[src/rtl/rvh_ptw_walk_responder.sv]
// Memory-side responder for the PTW walk port. It queues walk requests in a
// small FIFO, performs one aligned 64-bit PTE read at a time and returns the
// PTEs in request order. A bus error comes back as an all-zero PTE (V=0) and
// bumps a saturating error counter.
//
// state    | meaning
// ---------+------------------------------------------------------------
// IDLE     | no walk in progress; pops the FIFO head when one is queued
// MEM_REQ  | memory read request presented, waiting for mem_req_rdy_i
// MEM_WAIT | request accepted, waiting for read data (or error)
// RESP     | PTE presented to the PTW, waiting for ptw_walk_resp_rdy_i
`timescale 1ns/1ps
module rvh_ptw_walk_responder #(
    parameter int PTW_ID_WIDTH  = 1,
    parameter int PADDR_WIDTH   = 56,
    parameter int REQ_DEPTH     = 2,
    parameter int ERR_CNT_WIDTH = 16
) (
    input  logic                     clk,
    input  logic                     rstn,
    input  logic                     ptw_walk_req_vld_i,
    input  logic [PTW_ID_WIDTH-1:0]  ptw_walk_req_id_i,
    input  logic [PADDR_WIDTH-1:0]   ptw_walk_req_addr_i,
    output logic                     ptw_walk_req_rdy_o,
    output logic                     ptw_walk_resp_vld_o,
    output logic [PTW_ID_WIDTH-1:0]  ptw_walk_resp_id_o,
    output logic [63:0]              ptw_walk_resp_pte_o,
    input  logic                     ptw_walk_resp_rdy_i,
    output logic                     mem_req_vld_o,
    output logic [PADDR_WIDTH-1:0]   mem_req_addr_o,
    input  logic                     mem_req_rdy_i,
    input  logic                     mem_resp_vld_i,
    input  logic [63:0]              mem_resp_data_i,
    input  logic                     mem_resp_err_i,
    output logic                     mem_resp_rdy_o,
    output logic [ERR_CNT_WIDTH-1:0] err_cnt_o
);

    localparam int AW = $clog2(REQ_DEPTH);
    localparam int PW = AW + 1;
    localparam logic [PADDR_WIDTH-1:0] ADDR_MASK = ~PADDR_WIDTH'(7);

    typedef enum logic [1:0] {
        IDLE     = 2'd0,
        MEM_REQ  = 2'd1,
        MEM_WAIT = 2'd2,
        RESP     = 2'd3
    } state_t;

    state_t state_q, state_d;

    logic [PW-1:0]            wr_ptr_q, rd_ptr_q;
    logic [PTW_ID_WIDTH-1:0]  fifo_id_q   [REQ_DEPTH];
    logic [PADDR_WIDTH-1:0]   fifo_addr_q [REQ_DEPTH];
    logic                     full, empty, push, pop;

    logic [PTW_ID_WIDTH-1:0]  cur_id_q;
    logic [PADDR_WIDTH-1:0]   cur_addr_q;
    logic [63:0]              pte_q;
    logic [ERR_CNT_WIDTH-1:0] err_cnt_q;
    logic                     mem_resp_take;

    // Wrap-bit full/empty: same index, differing wrap bit means full.
    assign empty = (wr_ptr_q == rd_ptr_q);
    assign full  = (wr_ptr_q[AW] != rd_ptr_q[AW]) &&
                   (wr_ptr_q[AW-1:0] == rd_ptr_q[AW-1:0]);
    assign push  = ptw_walk_req_vld_i && !full;
    assign mem_resp_take = (state_q == MEM_WAIT) && mem_resp_vld_i;

    // Next-state logic; the FIFO is only popped when leaving IDLE.
    always_comb begin
        state_d = state_q;
        pop     = 1'b0;
        case (state_q)
            IDLE: begin
                if (!empty) begin
                    pop     = 1'b1;
                    state_d = MEM_REQ;
                end
            end
            MEM_REQ:  if (mem_req_rdy_i)       state_d = MEM_WAIT;
            MEM_WAIT: if (mem_resp_vld_i)      state_d = RESP;
            RESP:     if (ptw_walk_resp_rdy_i) state_d = IDLE;
            default:  state_d = IDLE;
        endcase
    end

    // State, pointers, current walk and error counter.
    always_ff @(posedge clk) begin
        if (rstn) begin
            state_q    <= IDLE;
            wr_ptr_q   <= '0;
            rd_ptr_q   <= '0;
            cur_id_q   <= '0;
            cur_addr_q <= '0;
            pte_q      <= '0;
            err_cnt_q  <= '0;
        end else begin
            state_q <= state_d;
            if (push) wr_ptr_q <= wr_ptr_q + PW'(1);
            if (pop) begin
                rd_ptr_q   <= rd_ptr_q + PW'(1);
                cur_id_q   <= fifo_id_q[rd_ptr_q[AW-1:0]];
                cur_addr_q <= fifo_addr_q[rd_ptr_q[AW-1:0]];
            end
            if (mem_resp_take) begin
                pte_q <= mem_resp_err_i ? 64'h0 : mem_resp_data_i;
                if (mem_resp_err_i && (err_cnt_q != {ERR_CNT_WIDTH{1'b1}}))
                    err_cnt_q <= err_cnt_q + ERR_CNT_WIDTH'(1);
            end
        end
    end

    // FIFO storage needs no reset; the pointers alone define validity.
    always_ff @(posedge clk) begin
        if (push) begin
            fifo_id_q[wr_ptr_q[AW-1:0]]   <= ptw_walk_req_id_i;
            fifo_addr_q[wr_ptr_q[AW-1:0]] <= ptw_walk_req_addr_i;
        end
    end

    assign ptw_walk_req_rdy_o  = !full;
    assign ptw_walk_resp_vld_o = (state_q == RESP);
    assign ptw_walk_resp_id_o  = cur_id_q;
    assign ptw_walk_resp_pte_o = pte_q;
    assign mem_req_vld_o       = (state_q == MEM_REQ);
    assign mem_req_addr_o      = cur_addr_q & ADDR_MASK;
    assign mem_resp_rdy_o      = (state_q == MEM_WAIT);
    assign err_cnt_o           = err_cnt_q;

endmodule

[config.mk]
export PLATFORM = sky130hd
export DESIGN_NAME = rvh_ptw_walk_responder
export DESIGN_NICKNAME = d
export VERILOG_FILES = /design/src/rtl/rvh_ptw_walk_responder.sv
export SDC_FILE = /design/constraint.sdc
export NUM_CORES = 1
export LEC_CHECK = 0
export BUFFER_PORTS_ARGS = -buffer_cell sky130_fd_sc_hd__buf_2
export CAP_MARGIN = 20
export CORE_MARGIN = 4
export CORE_UTILIZATION = 52
export CTS_CLUSTER_DIAMETER = 40
export DETAILED_ROUTE_END_ITERATION = 10
export GPL_TIMING_DRIVEN = 0
export PLACE_DENSITY = 0.82
export RECOVER_POWER = 100
export SYNTH_ARGS = -nofsm -noshare
export SYNTH_HDL_FRONTEND = slang
export SYNTH_SLANG_ARGS = --single-unit
[constraint.sdc]
create_clock -name clk -period 4.59 [get_ports clk]
set_clock_uncertainty 0.05 [all_clocks]
set_input_delay 0.459 -clock clk [delete_from_list [all_inputs] [get_ports clk]]
set_output_delay 0.459 -clock clk [all_outputs]
set_load 0.02 [all_outputs]
==> key figures <==
Die
  – Chip height: roughly 140 µm
  – Initial Utilization: 0.535
  – Core Region: between 15000 and 20000 µm²
  – # rows: 48
  – I/O pins: roughly 270
  – Die span in x: 142 µm
  – Die ar.: approximately 20000 µm²

Worst setup path
  – Startpoint types: register
  – Critical path peak fanout: 32
  – Worst r2r dst: fifo_addr_q[0][18]
  – Critical Path Sink Type: register
  – Worst r2r src: rd_ptr_q[1]
  – Reg2reg setup slack: ~1.3 ns
  – R2R depth: 4
  – Crit-path slowest cell: nor2_1
  – Crit path DAT: roughly 3.5 ns
  – Crit path required time: roughly 4.8 ns
  – Critical path type: register to register
  – Max stage delay on crit path: roughly 1.6 ns
  – Worst-path cell chain: xnor2_1 > o21ai_0 > nor2_1 > buf_12

Yosys
  – Simple-gate share of the synthesized area: 0.139
  – Yosys warns: 0
  – Mapped Avg Cell Area: between 10 and 15 µm²
  – Count leader, synth: dfxtp_1
  – Mapped Area: around 9300 µm²
  – Post-Syn Instances: slightly below 800
  – Most frequent cells after synthesis: 140 x dfxtp_1, 127 x nor2_1, 108 x edfxtp_1, 78 x a21oi_1, 64 x nor3b_1
  – Number of synthesized flops with an enable pin: around 110
  – Mux cell area share after synthesis: 0.0614
  – Seq/Total Area, Yosys: 0.647
  – Largest family of logic cells by synthesized area: simple AND/OR/NAND/NOR gates
  – Synth async-reset ratio: 0
  – Adder-Cell Fraction of Synth Area: 0.00803
  – Yosys cell types: between 40 and 50
  – #FFs+latches synth: approximately 250
  – Synth top area share: 0.347
  – Synth area leader: edfxtp_1
  – Post-synthesis compound-gate area fraction: 0.103
  – Synth Area in XOR/XNOR: 0.00816
  – Ys flop type: dfxtp_1
  – Synth top area cells: edfxtp_1 35%, dfxtp_1 30%, mux2i_1 5.8%

Finish
  – Share of layout cells above drive strength 1: 0.147
  – Core Util, Final: 0.674
  – Multi-input logic area: about 3000 µm²
  – Layout area overhead: 26.0%
  – Total Nets Final: approximately 1200
  – Post-Layout Cell Count: between 1000 and 1500
  – Post-route cell area: 11800 µm²
  – Sequential Area: a little over 6000 µm²
  – Layout fillers: 1393

STA
  – Final Hold Fails: 0
  – Slew Viols, Final: 23
  – Worst slew margin: -0.455
  – Final setup margin: around 1.3 ns
  – Setup TNS: 0 ns
  – Share of the clock period used by the worst path: 0.723
  – RSZ-0062 raised after global routing: no
  – Slew @ Worst Pin: roughly 2.2 ns
  – Final Critical Period: 3.32 ns
  – Endpoints failing setup: 0
  – Max Clk Rate: between 300 and 400 MHz

Global route
  – Largest net degree at the start of global routing: 42
  – Initial antenna violation count: 1
  – Number of global-route vias before repair: slightly above 7000
  – Congestion Overflow GR: 0
  – Gr usage total: 0.225
  – Wire length of the first global-routing pass: 36800 µm

Routing
  – Routed Antenna Nets: 0
  – DR DRC count: 0
  – WL met2: 11600 µm
  – Pre-Repair DR Iteration Count: 5
  – DR iter-0 viols: 277
  – Metal-1 WL: 8890 µm
  – Detailed Route WL: ~24000 µm
  – Post-DR vias/cell: roughly 5.4
  – DR WL/cell: approximately 18 µm
  – Metal3 WL: between 2000 and 2500 µm
  – Total number of vias: around 7000
  – Uppermost layer routed: met5

Min path
  – Worst Hold Class: primary input to register
  – Hold worst-path end: fifo_addr_q[1][6]
  – Hold path cells: 1
  – Hold Startpoint: ptw_walk_req_addr_i[6]

CTS
  – Clock slew at reported path FFs: ~0.06 ns
  – Root Buffer: clkbuf_16
  – CTS Hold Bufs: 0
  – CTS max path bufs: 3
  – Worst skew pair latency: 0.53 ns
  – H-tree level count: 1
  – Post_cts resized: 0
  – Num CTS Buffers: 31
  – CTS tree: done
  – Number of post-CTS setup repair buffers: 0
  – Clk sink count: 248

Placed design
  – Pre-CTS setup slack: roughly 2.3 ns
  – Dpl hpwl: around 17000 µm
  – Placed insts: 1278
  – I/O Buffers: between 200 and 300
  – DP Area: around 11000 µm²
  – Gp weighted congestion: approximately 0.89

Power and ir drop
  – Maximum vdd drop: just over 0.5 mV
  – Leak pwr: around 4.2 nW
  – Power per cell area: between 500 and 600 nW/µm²

Status
  – Status: finished with violations
  – Failing checks: max-capacitance violations, max-slew violations

Flow run
  – Max-cap violation count: 1
layer usage:
layer,vias to the layer above,track usage
met1,3361,0.259
met4,2,0.0758
met5,-,0
met3,56,0.0722
met2,288,0.396
li1,3474,-
final cells by class:
class                      instances  area share
timing repair buffer             263      0.0971
tap                              225      0.0239
inverter                           9     0.00287
sequential                       248       0.513
buffer                            62      0.0212
clock inverter                    19      0.0211
multi-input combinational        471       0.250
clock buffer                      38      0.0699
antenna                            1    0.000212
critical path, delay by kind of cell, from the launching register on:
family | cells | cell delay, ns
simple gates | 1 | 1.63
flops | 1 | 0.33
xor+xnor | 1 | 0.44
buf+inv | 1 | 0.31
compound gates | 1 | 0.24
power breakdown:
part           switching, mW  internal (mW)
Clock                  0.912           1.56
Combinational           1.17          0.546
Sequential             0.156           2.71
cells in the final DEF, fill, tap and decap left out, types with 4 or more instances in the layout:
| cell | n |
|---|---|
| nor2_1 | 127 |
| nand3_1 | 8 |
| bufinv_16 | 5 |
| a211oi_1 | 56 |
| nand4_1 | 6 |
| o31ai_1 | 7 |
| nor4_1 | 4 |
| clkbuf_1 | 219 |
| o21ai_0 | 6 |
| clkbuf_16 | 32 |
| or4_1 | 7 |
| dfxtp_1 | 140 |
| buf_2 | 104 |
| nand2_1 | 10 |
| a21oi_1 | 79 |
| inv_1 | 9 |
| ha_1 | 6 |
| edfxtp_1 | 108 |
| nor3b_1 | 64 |
| xnor2_1 | 5 |
| mux2i_1 | 54 |
metrics by stage:
step | total power [mW] | hold slack (ns)
after global placement | 4.63 | 0.409
after floorplan | 4.10 | 0.437
after CTS | 7.18 | 0.0309
final | 7.05 | 0.0460
after detailed placement | 4.70 | 0.420
after global routing | 7.41 | 0.0306
state kept, by name, summed over array words and instances (netlist names):
| name | cells |
|---|---|
| cur_addr_q | 53 |
| err_cnt_o | 16 |
| fifo_addr_q | 106 |
| fifo_id_q | 2 |
| ptw_walk_resp_id_o | 1 |
| ptw_walk_resp_pte_o | 64 |
| rd_ptr_q | 2 |
| state_q | 2 |
| wr_ptr_q | 2 |
worst max-delay path by stage:
stage	slack, ns	from	cells after the start	to
after floorplan	0.96	rd_ptr_q[1]	3	fifo_addr_q[0][10]
after detailed placement	2.28	rd_ptr_q[1]	4	fifo_addr_q[0][15]
after CTS	2.27	rd_ptr_q[1]	4	fifo_addr_q[0][18]
after global placement	-0.34	rd_ptr_q[1]	3	fifo_addr_q[0][4]
after global routing	1.0	rd_ptr_q[1]	4	fifo_addr_q[0][52]
final	1.27	rd_ptr_q[1]	4	fifo_addr_q[0][18]
kinds of logic after synthesis:
family / Yosys count
AOI/OAI and AO/OA: 154
xor gates and xnor gates: 7
adders and majority gates: 6
buffers and inverters: 71
DFF: 248
muxes: 57
other: 1
and+or+nand+nor: 244
Note: power is estimated with default switching activity, not from simulation.
